**src/rtl/uart_rx.sv**
```systemverilog
// 8N1 UART receiver, LSB first. Two-flop input synchronizer, mid-bit sampling,
// framing-error strobe and line-break level detection.
module uart_rx #(
  parameter int CLK_FREQ  = 27_000_000,
  parameter int BAUD_RATE = 115200
) (
  input  logic       clk,
  input  logic       reset_n,
  input  logic       rx,
  output logic [7:0] rx_data,
  output logic       rx_valid,
  output logic       frame_err,
  output logic       break_det,
  output logic       busy
);

  localparam int BAUD_COUNT = CLK_FREQ / BAUD_RATE;
  localparam int HALF_COUNT = BAUD_COUNT / 2;
  localparam int CW         = $clog2(BAUD_COUNT);

  typedef enum logic [2:0] {IDLE, START, DATA, STOP, WAIT_HIGH} state_t;

  state_t        state_q, state_d;
  logic [CW-1:0] cnt_q, cnt_d;
  logic [2:0]    bit_idx_q, bit_idx_d;
  logic [7:0]    shift_q, shift_d;
  logic [7:0]    rx_data_d;
  logic          rx_valid_d, frame_err_d, break_det_d;
  logic [1:0]    rst_sync;
  logic          rst_i;
  logic [1:0]    rx_sync;
  logic          rx_s;

  // Reset asserts immediately but releases on a clock edge.
  always_ff @(posedge clk or negedge reset_n) begin
    if (!reset_n) rst_sync <= 2'b00;
    else          rst_sync <= {rst_sync[0], 1'b1};
  end
  assign rst_i = rst_sync[1];

  always_ff @(posedge clk or negedge rst_i) begin
    if (!rst_i) rx_sync <= 2'b11;
    else        rx_sync <= {rx_sync[0], rx};
  end
  assign rx_s = rx_sync[1];

  always_ff @(posedge clk or negedge rst_i) begin
    if (!rst_i) begin
      state_q   <= IDLE;
      cnt_q     <= '0;
      bit_idx_q <= 3'd0;
      shift_q   <= 8'h00;
      rx_data   <= 8'h00;
      rx_valid  <= 1'b0;
      frame_err <= 1'b0;
      break_det <= 1'b0;
    end else begin
      state_q   <= state_d;
      cnt_q     <= cnt_d;
      bit_idx_q <= bit_idx_d;
      shift_q   <= shift_d;
      rx_data   <= rx_data_d;
      rx_valid  <= rx_valid_d;
      frame_err <= frame_err_d;
      break_det <= break_det_d;
    end
  end

  always_comb begin
    state_d     = state_q;
    cnt_d       = (cnt_q == CW'(BAUD_COUNT - 1)) ? '0 : cnt_q + CW'(1);
    bit_idx_d   = bit_idx_q;
    shift_d     = shift_q;
    rx_data_d   = rx_data;
    rx_valid_d  = 1'b0;
    frame_err_d = 1'b0;
    break_det_d = break_det;
    case (state_q)
      IDLE: begin
        cnt_d = '0;
        if (!rx_s) state_d = START;
      end
      START: begin
        if (cnt_q == CW'(HALF_COUNT - 1)) begin
          if (!rx_s) begin
            state_d   = DATA;
            bit_idx_d = 3'd0;
          end else begin
            state_d = IDLE;
          end
        end
      end
      DATA: begin
        if (cnt_q == CW'(BAUD_COUNT - 1)) begin
          shift_d[bit_idx_q] = rx_s;
          if (bit_idx_q == 3'd7) state_d = STOP;
          else                   bit_idx_d = bit_idx_q + 3'd1;
        end
      end
      STOP: begin
        // Leaving at mid-stop-bit lets a back-to-back start edge be caught.
        if (cnt_q == CW'(BAUD_COUNT - 1)) begin
          if (rx_s) begin
            rx_data_d  = shift_q;
            rx_valid_d = 1'b1;
            state_d    = IDLE;
          end else begin
            frame_err_d = 1'b1;
            break_det_d = (shift_q == 8'h00);
            state_d     = WAIT_HIGH;
          end
        end
      end
      WAIT_HIGH: begin
        cnt_d = '0;
        if (rx_s) begin
          break_det_d = 1'b0;
          state_d     = IDLE;
        end
      end
      default: state_d = IDLE;
    endcase
    if (state_d != state_q) cnt_d = '0;
  end

  assign busy = (state_q != IDLE);

endmodule

```
**config.mk**
```make
export PLATFORM = sky130hd
export DESIGN_NAME = uart_rx
export DESIGN_NICKNAME = d
export VERILOG_FILES = /design/src/rtl/uart_rx.sv
export SDC_FILE = /design/constraint.sdc
export NUM_CORES = 1
export LEC_CHECK = 0
export CORE_MARGIN = 3
export CORE_UTILIZATION = 40
export CTS_CLUSTER_DIAMETER = 80
export DETAILED_ROUTE_END_ITERATION = 10
export GPL_ROUTABILITY_DRIVEN = 0
export PLACE_DENSITY = 0.67
export SLEW_MARGIN = 10
export SYNTH_ARGS = -nofsm -noshare
export SYNTH_HDL_FRONTEND = slang
export SYNTH_SLANG_ARGS = --single-unit
```
**constraint.sdc**
```tcl
create_clock -name clk -period 1.3 [get_ports clk]
set_input_delay 0.39 -clock clk [delete_from_list [all_inputs] [get_ports clk]]
set_output_delay 0.39 -clock clk [all_outputs]
set_load 0.005 [all_outputs]
```
==> results_dict.tcl <==
set metrics [dict create \
    ant_nets 0 \
    clock_latency_ns 0.28 \
    area_growth_pct 61.4 \
    rows 23 \
    ys_types 38 \
    port_buffers 14 \
    synthesis.area_mm2 0.00175 \
    grt_max_degree 36 \
    grt_pass1_wl_mm 7.11 \
    syn_avg_cell_area_um2 11.6 \
    critPathLaunchType "register" \
    synth-edff-count 0 \
    cp-startpoint "cnt_q[2]" \
    crit-reg2reg-launch "cnt_q[2]" \
    finalPower_mw 3.49 \
    max_cap_violations 0 \
    drt_iter0_markers 89 \
    grt_setup_unrepaired "yes" \
    status "finished, violations left" \
    netlist.area_leader.share_pct 50.0 \
    hold_violations 0 \
    cts_tree "done" \
    critical_path_arrival_ns 2.02 \
    critPathCaptureType "register" \
    vias 1449 \
    fin_ws_ns -0.558 \
    finalClockSkew_ns 0.00981 \
    clock.fmax_ghz 0.538 \
    yosysTopAreaCell "dfrtp_1" \
    path_class "register to register" \
    overflow 0 \
    critical_path.cell_chain "or2_4 > or3_4 > buf_12 > a22o_4 > mux2_4" \
    pre_cts_slack_ns -0.568 \
    initial_core_util_pct 42.5 \
    layout_min_cycle_time_ns 1.86 \
    powerDensity_mw_per_mm2 1240 \
    yosysSeqAreaShare_pct 53.0 \
    fin_nets 231 \
    dieArea_mm2 0.00521 \
    first_pass_iters 4 \
    h-tree-depth 2 \
    track_usage_pct 17.9 \
    ys_dominant_reg_cell "dfrtp_1" \
    drive_above_1_share_pct 56.1 \
    wl_met3_um 131 \
    antenna_found_initial 0 \
    critPathMaxStageDelay_ns 0.42 \
    ios 15 \
    die_x_um 72.2 \
    fin_setup_tns_ns -15.46 \
    wl_met1_mm 2.01 \
    crit_fanout 6 \
    maxSlewViolCount 0 \
    drc_errors 0 \
    synth_area_leaders "dfrtp_1, mux2_2, mux2_1" \
    hold_path.class "input pin to async pin" \
    finalCritPeriodShare_pct 143 \
    worstPathRequired_ns 1.46 \
    yosys_warnings 0 \
    dieHeight_um 72.2 \
    cts_buffer_depth 2 \
    diodes 0 \
    peakVddDrop_mv 0.852 \
    routed.top_layer "met4" \
    via_per_inst 5.31 \
    route.met2.wl_mm 2.15 \
    dp_hpwl_mm 2.62 \
    violations "negative setup slack" \
    wire_per_inst_um 16.0 \
    core_region_area_mm2 0.00412 \
    async_flop_share_pct 100 \
    cp_slowest_cell "or3_4" \
    cts_hold_repair.buffers 0 \
    cts_buffers 5 \
    post-route-util_pct 68.7 \
    clkTransAtPathRegs_ns 0.07 \
    syn_inst 151 \
    setup_viol 34 \
    synth-seq-cells 37 \
    cts_sinks 37 \
    syn-num-nets 159 \
    wirelength_mm 4.38 \
    grt_pass1_vias 1454 \
    root_buffer "clkbuf_8" \
    leakage_nw 1.32 \
]
[logic make-up after synthesis]
kind of cell | share of synthesized area, %
simple gates | 20.3
flops | 53.0
mux | 10.9
fa+ha+maj | 3.57
other cells | 0.214
xor+xnor | 3.00
buf+inv | 2.64
compound gates | 6.29
[per-stage QoR]
stage / hold WS (ns) / std cells / instance area (um^2)
floorplan: 0.0944 / 151 / 1790
global placement: 0.282 / 245 / 2250
detailed placement: 0.290 / 245 / 2250
CTS: 0.268 / 267 / 2730
global route: 0.261 / 273 / 2830
finish: 0.272 / 273 / 2830
[routing by layer]
metal  vias to the layer above  GRT usage (%)
met5                         -              0
met4                         0           6.26
met3                         8           4.16
met2                        29           28.8
met1                       728           23.6
li1                        684              -
[cells in the mapped netlist (5+ instances only)]
| cell | n |
|---|---|
| dfrtp_1 | 35 |
| mux2_2 | 11 |
| nand2_1 | 9 |
| nor3_1 | 9 |
| nor4_1 | 8 |
| nor2_1 | 7 |
| mux2_1 | 6 |
| a21oi_1 | 5 |
| ha_1 | 5 |
| nand2b_1 | 5 |
| nand3_1 | 5 |
[area by class of cell]
| type | instances | area [um^2] |
|---|---|---|
| Timing Repair Buffer | 71 | 617 |
| Tap cell | 50 | 62.6 |
| Fill cell | 268 | 1290 |
| Inverter | 4 | 17.5 |
| Sequential cell | 37 | 930 |
| Clock buffer | 5 | 68.8 |
| Clock inverter | 2 | 35.0 |
| Multi-Input combinational cell | 104 | 1090 |
[repair_timing]
| action | in CTS | in global routing |
|---|---|---|
| gates resized for setup | 73 | 18 |
| gates cloned | 1 | 0 |
| endpoints found under the setup margin | 45 | 38 |
| endpoints found under the hold margin | 0 | 0 |
| setup buffers | 14 | 7 |
| pin swaps | 12 | 10 |
[state kept, by name, summed over array words and instances (netlist names)]
signal     count
cnt_q          8
rx_data        8
shift_q        8
bit_idx_q      3
state_q        3
rst_sync       2
rx_sync        2
break_det      1
frame_err      1
rx_valid       1
[report_power, final]
part	switching (mW)	internal, mW	leakage (nW)
combinational	0.532	0.634	0.781
clock	0.386	0.557	0.0540
sequential	0.104	1.28	0.485
[critical path: cells and delay by family, from the launching register on]
| family | cells | cell delay, ns |
|---|---|---|
| DFF | 1 | 0.38 |
| AOI/OAI and AO/OA | 1 | 0.25 |
| muxes | 1 | 0.25 |
| and+or+nand+nor | 2 | 0.70 |
| buffers and inverters | 1 | 0.16 |
[layout by cell type (no fill, tap or decap), types with 3 or more instances in the layout]
master	netlist	routed
a21oi_1	5	3
buf_4	0	49
buf_6	1	5
clkbuf_2	0	3
clkbuf_8	0	5
clkdlybuf4s15_1	0	9
dfrtp_1	35	34
ha_1	5	3
mux2_4	0	14
nand2_1	9	8
nand2b_1	5	4
nand3_1	5	4
nand4_1	3	3
nor2_1	7	7
nor3_2	1	7
nor3b_2	0	3
nor4_4	0	6
xnor2_1	4	4
[final timing paths]
check / to / slack (ns) / depth (start not counted)
setup / recovery: bit_idx_q[0] / -0.56 / 5
hold / removal: rst_sync[0] / 0.27 / 1
setup reg to reg: bit_idx_q[0] / -0.56 / 5
hold reg to reg: cnt_q[6] / 0.27 / 1
max in group asynchronous: rx_sync[0] / 0.68 / 1
min in group clk: rst_sync[1] / 0.36 / 0
(Power assumes the default switching activity.)
